--- config.mk ---
export PLATFORM = sky130hd
export DESIGN_NAME = decode_issue_stage_flat
export DESIGN_NICKNAME = d
export VERILOG_FILES = /design/src/rtl/decode_issue_if.sv /design/src/rtl/decode_issue_stage.sv /design/src/flat_wrapper.sv
export SDC_FILE = /design/constraint.sdc
export NUM_CORES = 2
export LEC_CHECK = 0
export BUFFER_PORTS_ARGS = -buffer_cell sky130_fd_sc_hd__buf_4
export CAP_MARGIN = 0
export CORE_MARGIN = 5
export CORE_UTILIZATION = 35
export DETAILED_ROUTE_END_ITERATION = 8
export REMOVE_ABC_BUFFERS = 1
export SKIP_CTS_REPAIR_TIMING = 1
export SLEW_MARGIN = 25
export SYNTH_ARGS = -nofsm -noshare
export SYNTH_HDL_FRONTEND = slang
export SYNTH_SLANG_ARGS = --single-unit
--- constraint.sdc ---
create_clock -name clk -period 87.5 [get_ports clk]
set_input_delay 13.125 -clock clk [delete_from_list [all_inputs] [get_ports clk]]
set_output_delay 13.125 -clock clk [all_outputs]
set_load 0.005 [all_outputs]
--- src/rtl/decode_issue_if.sv ---
// decode_issue_if: instruction, writeback and issue-bundle signals of the decode/issue stage
interface decode_issue_if;
  logic        in_valid;
  logic        in_ready;
  logic [31:0] in_instr;
  logic        wb_en;
  logic [4:0]  wb_rd;
  logic [31:0] wb_data;
  logic        out_valid;
  logic        out_ready;
  logic [2:0]  funct3;
  logic [6:0]  funct7;
  logic [31:0] x;
  logic [31:0] y;
  logic        alu_sel;
  logic [4:0]  rd;
  logic        illegal;
  modport master (
    output in_valid, in_instr, wb_en, wb_rd, wb_data, out_ready,
    input  in_ready, out_valid, funct3, funct7, x, y, alu_sel, rd, illegal
  );
  modport slave (
    input  in_valid, in_instr, wb_en, wb_rd, wb_data, out_ready,
    output in_ready, out_valid, funct3, funct7, x, y, alu_sel, rd, illegal
  );
endinterface

--- src/rtl/decode_issue_stage.sv ---
// decode_issue_stage: RV32I OP/OP-IMM decode, register read with busy scoreboard, registered issue to the ALU
module decode_issue_stage #(
  parameter bit BYPASS        = 1'b1,
  parameter bit ILLEGAL_STALL = 1'b0
) (
  input logic clk,
  input logic rst,
  decode_issue_if.slave bus
);
  logic [31:0] rf [32];
  logic [31:0] busy, busy_n;
  logic        stuck;
  logic [6:0]  opc, f7;
  logic [2:0]  f3;
  logic [4:0]  rs1, rs2, dst;
  logic        is_op, is_imm, shift, bad, wb, hit1, hit2, hazard, acc, issue;
  logic [31:0] v1, v2, imm;
  assign opc    = bus.in_instr[6:0];
  assign dst    = bus.in_instr[11:7];
  assign f3     = bus.in_instr[14:12];
  assign rs1    = bus.in_instr[19:15];
  assign rs2    = bus.in_instr[24:20];
  assign f7     = bus.in_instr[31:25];
  assign is_op  = opc == 7'b0110011;
  assign is_imm = opc == 7'b0010011;
  assign shift  = f3[1:0] == 2'b01;
  assign bad    = !(is_imm || (is_op && (f7 == 7'h00 || (f7 == 7'h20 && (f3 == 3'd0 || f3 == 3'd5)))));
  assign imm    = shift ? {27'b0, rs2} : {{20{bus.in_instr[31]}}, bus.in_instr[31:20]};
  // x0 is never written, so rf[0] stays zero and busy[0] stays clear
  assign wb     = bus.wb_en && bus.wb_rd != 5'd0;
  assign hit1   = BYPASS && wb && bus.wb_rd == rs1;
  assign hit2   = BYPASS && wb && bus.wb_rd == rs2;
  assign v1     = hit1 ? bus.wb_data : rf[rs1];
  assign v2     = hit2 ? bus.wb_data : rf[rs2];
  assign hazard = (busy[rs1] && !hit1) || (is_op && busy[rs2] && !hit2);
  assign bus.in_ready = (!bus.out_valid || bus.out_ready) && !hazard && !stuck;
  assign acc    = bus.in_valid && bus.in_ready;
  assign issue  = acc && !bad;
  // a new reservation wins over a same-cycle writeback clear of the same register
  always_comb begin
    busy_n = busy;
    if (wb) busy_n[bus.wb_rd] = 1'b0;
    if (issue && dst != 5'd0) busy_n[dst] = 1'b1;
  end
  always_ff @(posedge clk or posedge rst) begin
    if (rst) begin
      for (int i = 0; i < 32; i++) rf[i] <= '0;
      busy          <= '0;
      stuck         <= 1'b0;
      bus.out_valid <= 1'b0;
      bus.illegal   <= 1'b0;
      bus.funct3    <= '0;
      bus.funct7    <= '0;
      bus.x         <= '0;
      bus.y         <= '0;
      bus.alu_sel   <= 1'b0;
      bus.rd        <= '0;
    end else begin
      if (wb) rf[bus.wb_rd] <= bus.wb_data;
      busy        <= busy_n;
      stuck       <= stuck || (ILLEGAL_STALL && acc && bad);
      bus.illegal <= acc && bad;
      if (issue) begin
        bus.out_valid <= 1'b1;
        bus.funct3    <= f3;
        bus.funct7    <= (is_op || shift) ? f7 : 7'h00;
        bus.x         <= v1;
        bus.y         <= is_imm ? imm : v2;
        bus.alu_sel   <= is_imm;
        bus.rd        <= dst;
      end else if (bus.out_ready) begin
        bus.out_valid <= 1'b0;
      end
    end
  end
endmodule

--- src/flat_wrapper.sv ---
// flat-port wrapper written by rule: the top's interface ports become plain ports
module decode_issue_stage_flat 
#(
  parameter bit BYPASS        = 1'b1,
  parameter bit ILLEGAL_STALL = 1'b0
)
  (clk, rst, bus_in_valid, bus_in_instr, bus_wb_en, bus_wb_rd, bus_wb_data, bus_out_ready, bus_in_ready, bus_out_valid, bus_funct3, bus_funct7, bus_x, bus_y, bus_alu_sel, bus_rd, bus_illegal);
  decode_issue_if bus_i ();
  input logic clk;
  input logic rst;
  input wire logic [$bits(bus_i.in_valid)-1:0] bus_in_valid;
  input wire logic [$bits(bus_i.in_instr)-1:0] bus_in_instr;
  input wire logic [$bits(bus_i.wb_en)-1:0] bus_wb_en;
  input wire logic [$bits(bus_i.wb_rd)-1:0] bus_wb_rd;
  input wire logic [$bits(bus_i.wb_data)-1:0] bus_wb_data;
  input wire logic [$bits(bus_i.out_ready)-1:0] bus_out_ready;
  output wire logic [$bits(bus_i.in_ready)-1:0] bus_in_ready;
  output wire logic [$bits(bus_i.out_valid)-1:0] bus_out_valid;
  output wire logic [$bits(bus_i.funct3)-1:0] bus_funct3;
  output wire logic [$bits(bus_i.funct7)-1:0] bus_funct7;
  output wire logic [$bits(bus_i.x)-1:0] bus_x;
  output wire logic [$bits(bus_i.y)-1:0] bus_y;
  output wire logic [$bits(bus_i.alu_sel)-1:0] bus_alu_sel;
  output wire logic [$bits(bus_i.rd)-1:0] bus_rd;
  output wire logic [$bits(bus_i.illegal)-1:0] bus_illegal;
  assign bus_i.in_valid = bus_in_valid;
  assign bus_i.in_instr = bus_in_instr;
  assign bus_i.wb_en = bus_wb_en;
  assign bus_i.wb_rd = bus_wb_rd;
  assign bus_i.wb_data = bus_wb_data;
  assign bus_i.out_ready = bus_out_ready;
  assign bus_in_ready = bus_i.in_ready;
  assign bus_out_valid = bus_i.out_valid;
  assign bus_funct3 = bus_i.funct3;
  assign bus_funct7 = bus_i.funct7;
  assign bus_x = bus_i.x;
  assign bus_y = bus_i.y;
  assign bus_alu_sel = bus_i.alu_sel;
  assign bus_rd = bus_i.rd;
  assign bus_illegal = bus_i.illegal;
  decode_issue_stage #(.BYPASS(BYPASS), .ILLEGAL_STALL(ILLEGAL_STALL)) u_core (.clk(clk), .rst(rst), .bus(bus_i));
endmodule
==> results.sh <==
export IMPL_outcome="finished clean"
export IMPL_cp_max_fo=61
export IMPL_comb_power_share_pct=19.3
export IMPL_post_synth_inst_count=3733
export IMPL_grt_max_degree=162
export IMPL_die_h_um=423.1
export IMPL_seqPwrFrac_pct=44.6
export IMPL_startpoint_type="input pin"
export IMPL_crit_slowest_cell="buf_4"
export IMPL_wl_um=189000
export IMPL_ys_seq_area_share_pct=47.68
export IMPL_synth_async_sr_flop_share_pct=100.0
export IMPL_top_layer="met5"
export IMPL_dpl_hpwl_um=106400
export IMPL_rsz0062_at_grt="no"
export IMPL_maxCapViolations=0
export IMPL_swShare_pct=26.59
export IMPL_p_leak_uw=0.02864
export IMPL_ant_nets=0
export IMPL_clkPwrFrac_pct=36.0
export IMPL_worstPathArrival_ns=16.13
export IMPL_p_int_uw=1125
export IMPL_fin_setup_tns_ns=0
export IMPL_h_tree_depth=4
export IMPL_grt_usage_pct=21.16
export IMPL_synthToLayoutAreaGrowth_pct=12.85
export IMPL_routedWlPerCell_um=31.45
export IMPL_hold_path_class="flip-flop to flip-flop"
export IMPL_layout_nets=3772
export IMPL_worst_setup_path_type="input pin to output port"
export IMPL_antenna_found_initial=8
export IMPL_worstSetupEndpointType="output port"
export IMPL_grt_overflow_total=0
export IMPL_synth_common_cells="dfrtp_1, mux2_2, mux4_2, clkbuf_1, buf_2"
export IMPL_vias_per_cell=5.965
export IMPL_fin_skew_ns=0.02882
export IMPL_drt_iter0_drc=3055
export IMPL_synth_ff_type="dfrtp_1"
export IMPL_yosys_warnings=0
export IMPL_setup_viol=0
export IMPL_synth_seq_cells=1138
export IMPL_wl_met3_um=10030
export IMPL_dp_cells=5782
export IMPL_synthTopCellsByArea="dfrtp_1, mux4_2, mux2_2"
export IMPL_slowest_delay_ns=0.91
export IMPL_finalNonFillerCells=6010
export IMPL_dieArea_um2=179000
export IMPL_slew_headroom_pct=24.23
export IMPL_p_per_area_nw_per_um2=22.73
export IMPL_synth_distinct_cells=53
export IMPL_synth_most_common_cell="dfrtp_1"
export IMPL_cts_root_buf="clkbuf_16"
export IMPL_drive_above_1_share_pct=57.63
export IMPL_dr_wl_met2_um=91860
export IMPL_fin_ws_ns=58.24
export IMPL_start_util_pct=35.24
export IMPL_finalCritPeriodShare_pct=33.44
export IMPL_crit_buf_inv=4
export IMPL_gp_congestion=0.7713
export IMPL_fmaxAchievable_ghz=0.03418
export IMPL_io_pins=157
export IMPL_dpl_worst_slack_ns=58.22
export IMPL_synth_edf_count=0
export IMPL_clock_sinks=1138
export IMPL_final_hold_violation_count=0
export IMPL_die_x_um=423.1
export IMPL_power_uw=1532
export IMPL_cp_common_cell="buf_4"
export IMPL_insertion_delay_ns=0.79
export IMPL_wl_met1_um=80150
export IMPL_fin_util_pct=39.78
export IMPL_core_area_um2=169500
export IMPL_p_sw_uw=407.3
export IMPL_clk_pin_slew_ns=0.06
export IMPL_first_pass_iters=5
export IMPL_crit_chain="buf_8, buf_4, mux4_2, mux2_2, nand2_1, a2111oi_2, buf_4, nor3_1, buf_4"
export IMPL_crit_family="buffers and inverters"
export IMPL_syn_area_per_cell_um2=16.00
export IMPL_synth_top_cell_by_area="dfrtp_1"
export IMPL_remaining_drc_errors=0
export IMPL_grt_pass1_vias=37730
export IMPL_drv_slew=0
export IMPL_portBuffers=156
export IMPL_vias=35850
export IMPL_ir_drop_v=0.00002010
export IMPL_required_ns=74.38
export IMPL_cts_made_buffers=130
export IMPL_grt_pass1_wl_um=277900
export IMPL_tritoncts="built"
export IMPL_period_minus_slack_ns=29.26
export IMPL_synth_top_area_share_pct=47.68
export IMPL_max_slew_worst_pin_slew_ns=1.137
export IMPL_rows=151
export IMPL_synth_area_um2=59730
export IMPL_clock_path_buffers=3
## worst register-to-register path, cell delays in order, from the launching register on
cell	delay [ns]
dfrtp_1	0.40
mux4_2	0.48
mux2_2	0.27
nor3b_1	0.25
a2111oi_2	0.11
buf_4	0.20
nor4_4	0.29
buf_4	0.42
buf_4	0.55
mux2_2	0.47
## stage by stage
step	instance area [um2]	hold WS (ns)
after detailed placement	63120	0.3833
after CTS	67330	0.3967
final	67410	0.3943
after global routing	67410	0.4057
after floorplan	57970	0.3653
after global placement	62980	0.3763
## routing by layer
metal | GRT usage (%) | up-vias
met5 | 0 | -
met4 | 7.249 | 6
met3 | 3.520 | 313
met2 | 34.58 | 1126
met1 | 28.78 | 19990
li1 | - | 14410
## worst paths after layout
kind / start / to / slack [ns] / cells after the start
max: bus_in_instr[16] / bus_in_ready / 58.24 / 9
min: u_core.rf[1000]$_DFFE_PP0P_ / u_core.rf[1000]$_DFFE_PP0P_ / 0.39 / 0
max reg2reg: u_core.busy[11]$_DFF_PP0_ / u_core.bus.x[25]$_DFFE_PP0P_ / 83.93 / 9
min reg2reg: u_core.rf[1000]$_DFFE_PP0P_ / u_core.rf[1000]$_DFFE_PP0P_ / 0.39 / 0
max in group asynchronous: rst / u_core.rf[454]$_DFFE_PP0P_ / 72.11 / 6
min in group asynchronous: rst / u_core.bus.x[19]$_DFFE_PP0P_ / 12.45 / 2
## layout make-up
cell class | instances | area [um2]
diodes | 2 | 5.005
clock buffers | 185 | 3745
clock inverters | 39 | 464.2
fillers | 15390 | 102100
inverters | 60 | 232.7
multi-input cells | 2111 | 29560
flip-flops and latches | 1138 | 28480
well taps | 2218 | 2775
repair buffers | 257 | 2145
## registers in the layout (all words and copies together), names as in the netlist
name / flops
u_core.bus.alu_sel: 1
u_core.bus.funct3: 3
u_core.rf: 1024
u_core.bus.illegal: 1
u_core.bus.y: 32
u_core.bus.out_valid: 1
u_core.busy: 32
u_core.bus.funct7: 7
u_core.bus.rd: 5
u_core.bus.x: 32
## cell usage in the layout, fill, tap and decap left out, types with 5 or more instances in the layout
master | Yosys | layout
mux2i_1 | 70 | 70
inv_1 | 60 | 59
nand2_4 | 0 | 15
a32o_1 | 31 | 31
clkinv_2 | 0 | 17
nand2_1 | 71 | 56
nor2b_1 | 53 | 53
buf_16 | 0 | 5
o21ai_0 | 33 | 33
clkbuf_1 | 259 | 31
xnor2_1 | 8 | 8
a2111oi_0 | 21 | 14
nor2_1 | 24 | 8
mux4_2 | 647 | 647
nor2_4 | 0 | 16
inv_6 | 0 | 7
o22ai_1 | 6 | 6
buf_6 | 4 | 6
clkbuf_16 | 0 | 134
nor3b_1 | 6 | 5
buf_4 | 9 | 237
clkbuf_8 | 0 | 20
nand2b_1 | 10 | 10
bufinv_16 | 0 | 7
nor3_1 | 6 | 5
dfrtp_1 | 1138 | 1138
nand4_1 | 5 | 5
a221o_1 | 6 | 6
a2111oi_1 | 0 | 7
buf_12 | 0 | 5
nand3_1 | 15 | 15
mux2_2 | 1044 | 1044
## power groups by stage
stage	Combinational, uW	Sequential [uW]	Clock (uW)
final	296	683	552
after global routing	319	695	582
after CTS	300	681	565
after detailed placement	299	690	0
after global placement	293	685	0
after floorplan	216	672	0
## kinds of logic (layout without fill, tap and decap cells)
group | count (synthesis) | after routing | share of synthesized area, %
mux | 1765 | 1765 | 45.33
compound gates | 122 | 122 | 1.653
xor+xnor | 11 | 11 | 0.1613
flops | 1138 | 1138 | 47.68
buf+inv | 484 | 541 | 3.322
other cells | 0 | 2 | 0
simple gates | 213 | 213 | 1.860
Note: power is estimated with default switching activity, not from simulation.
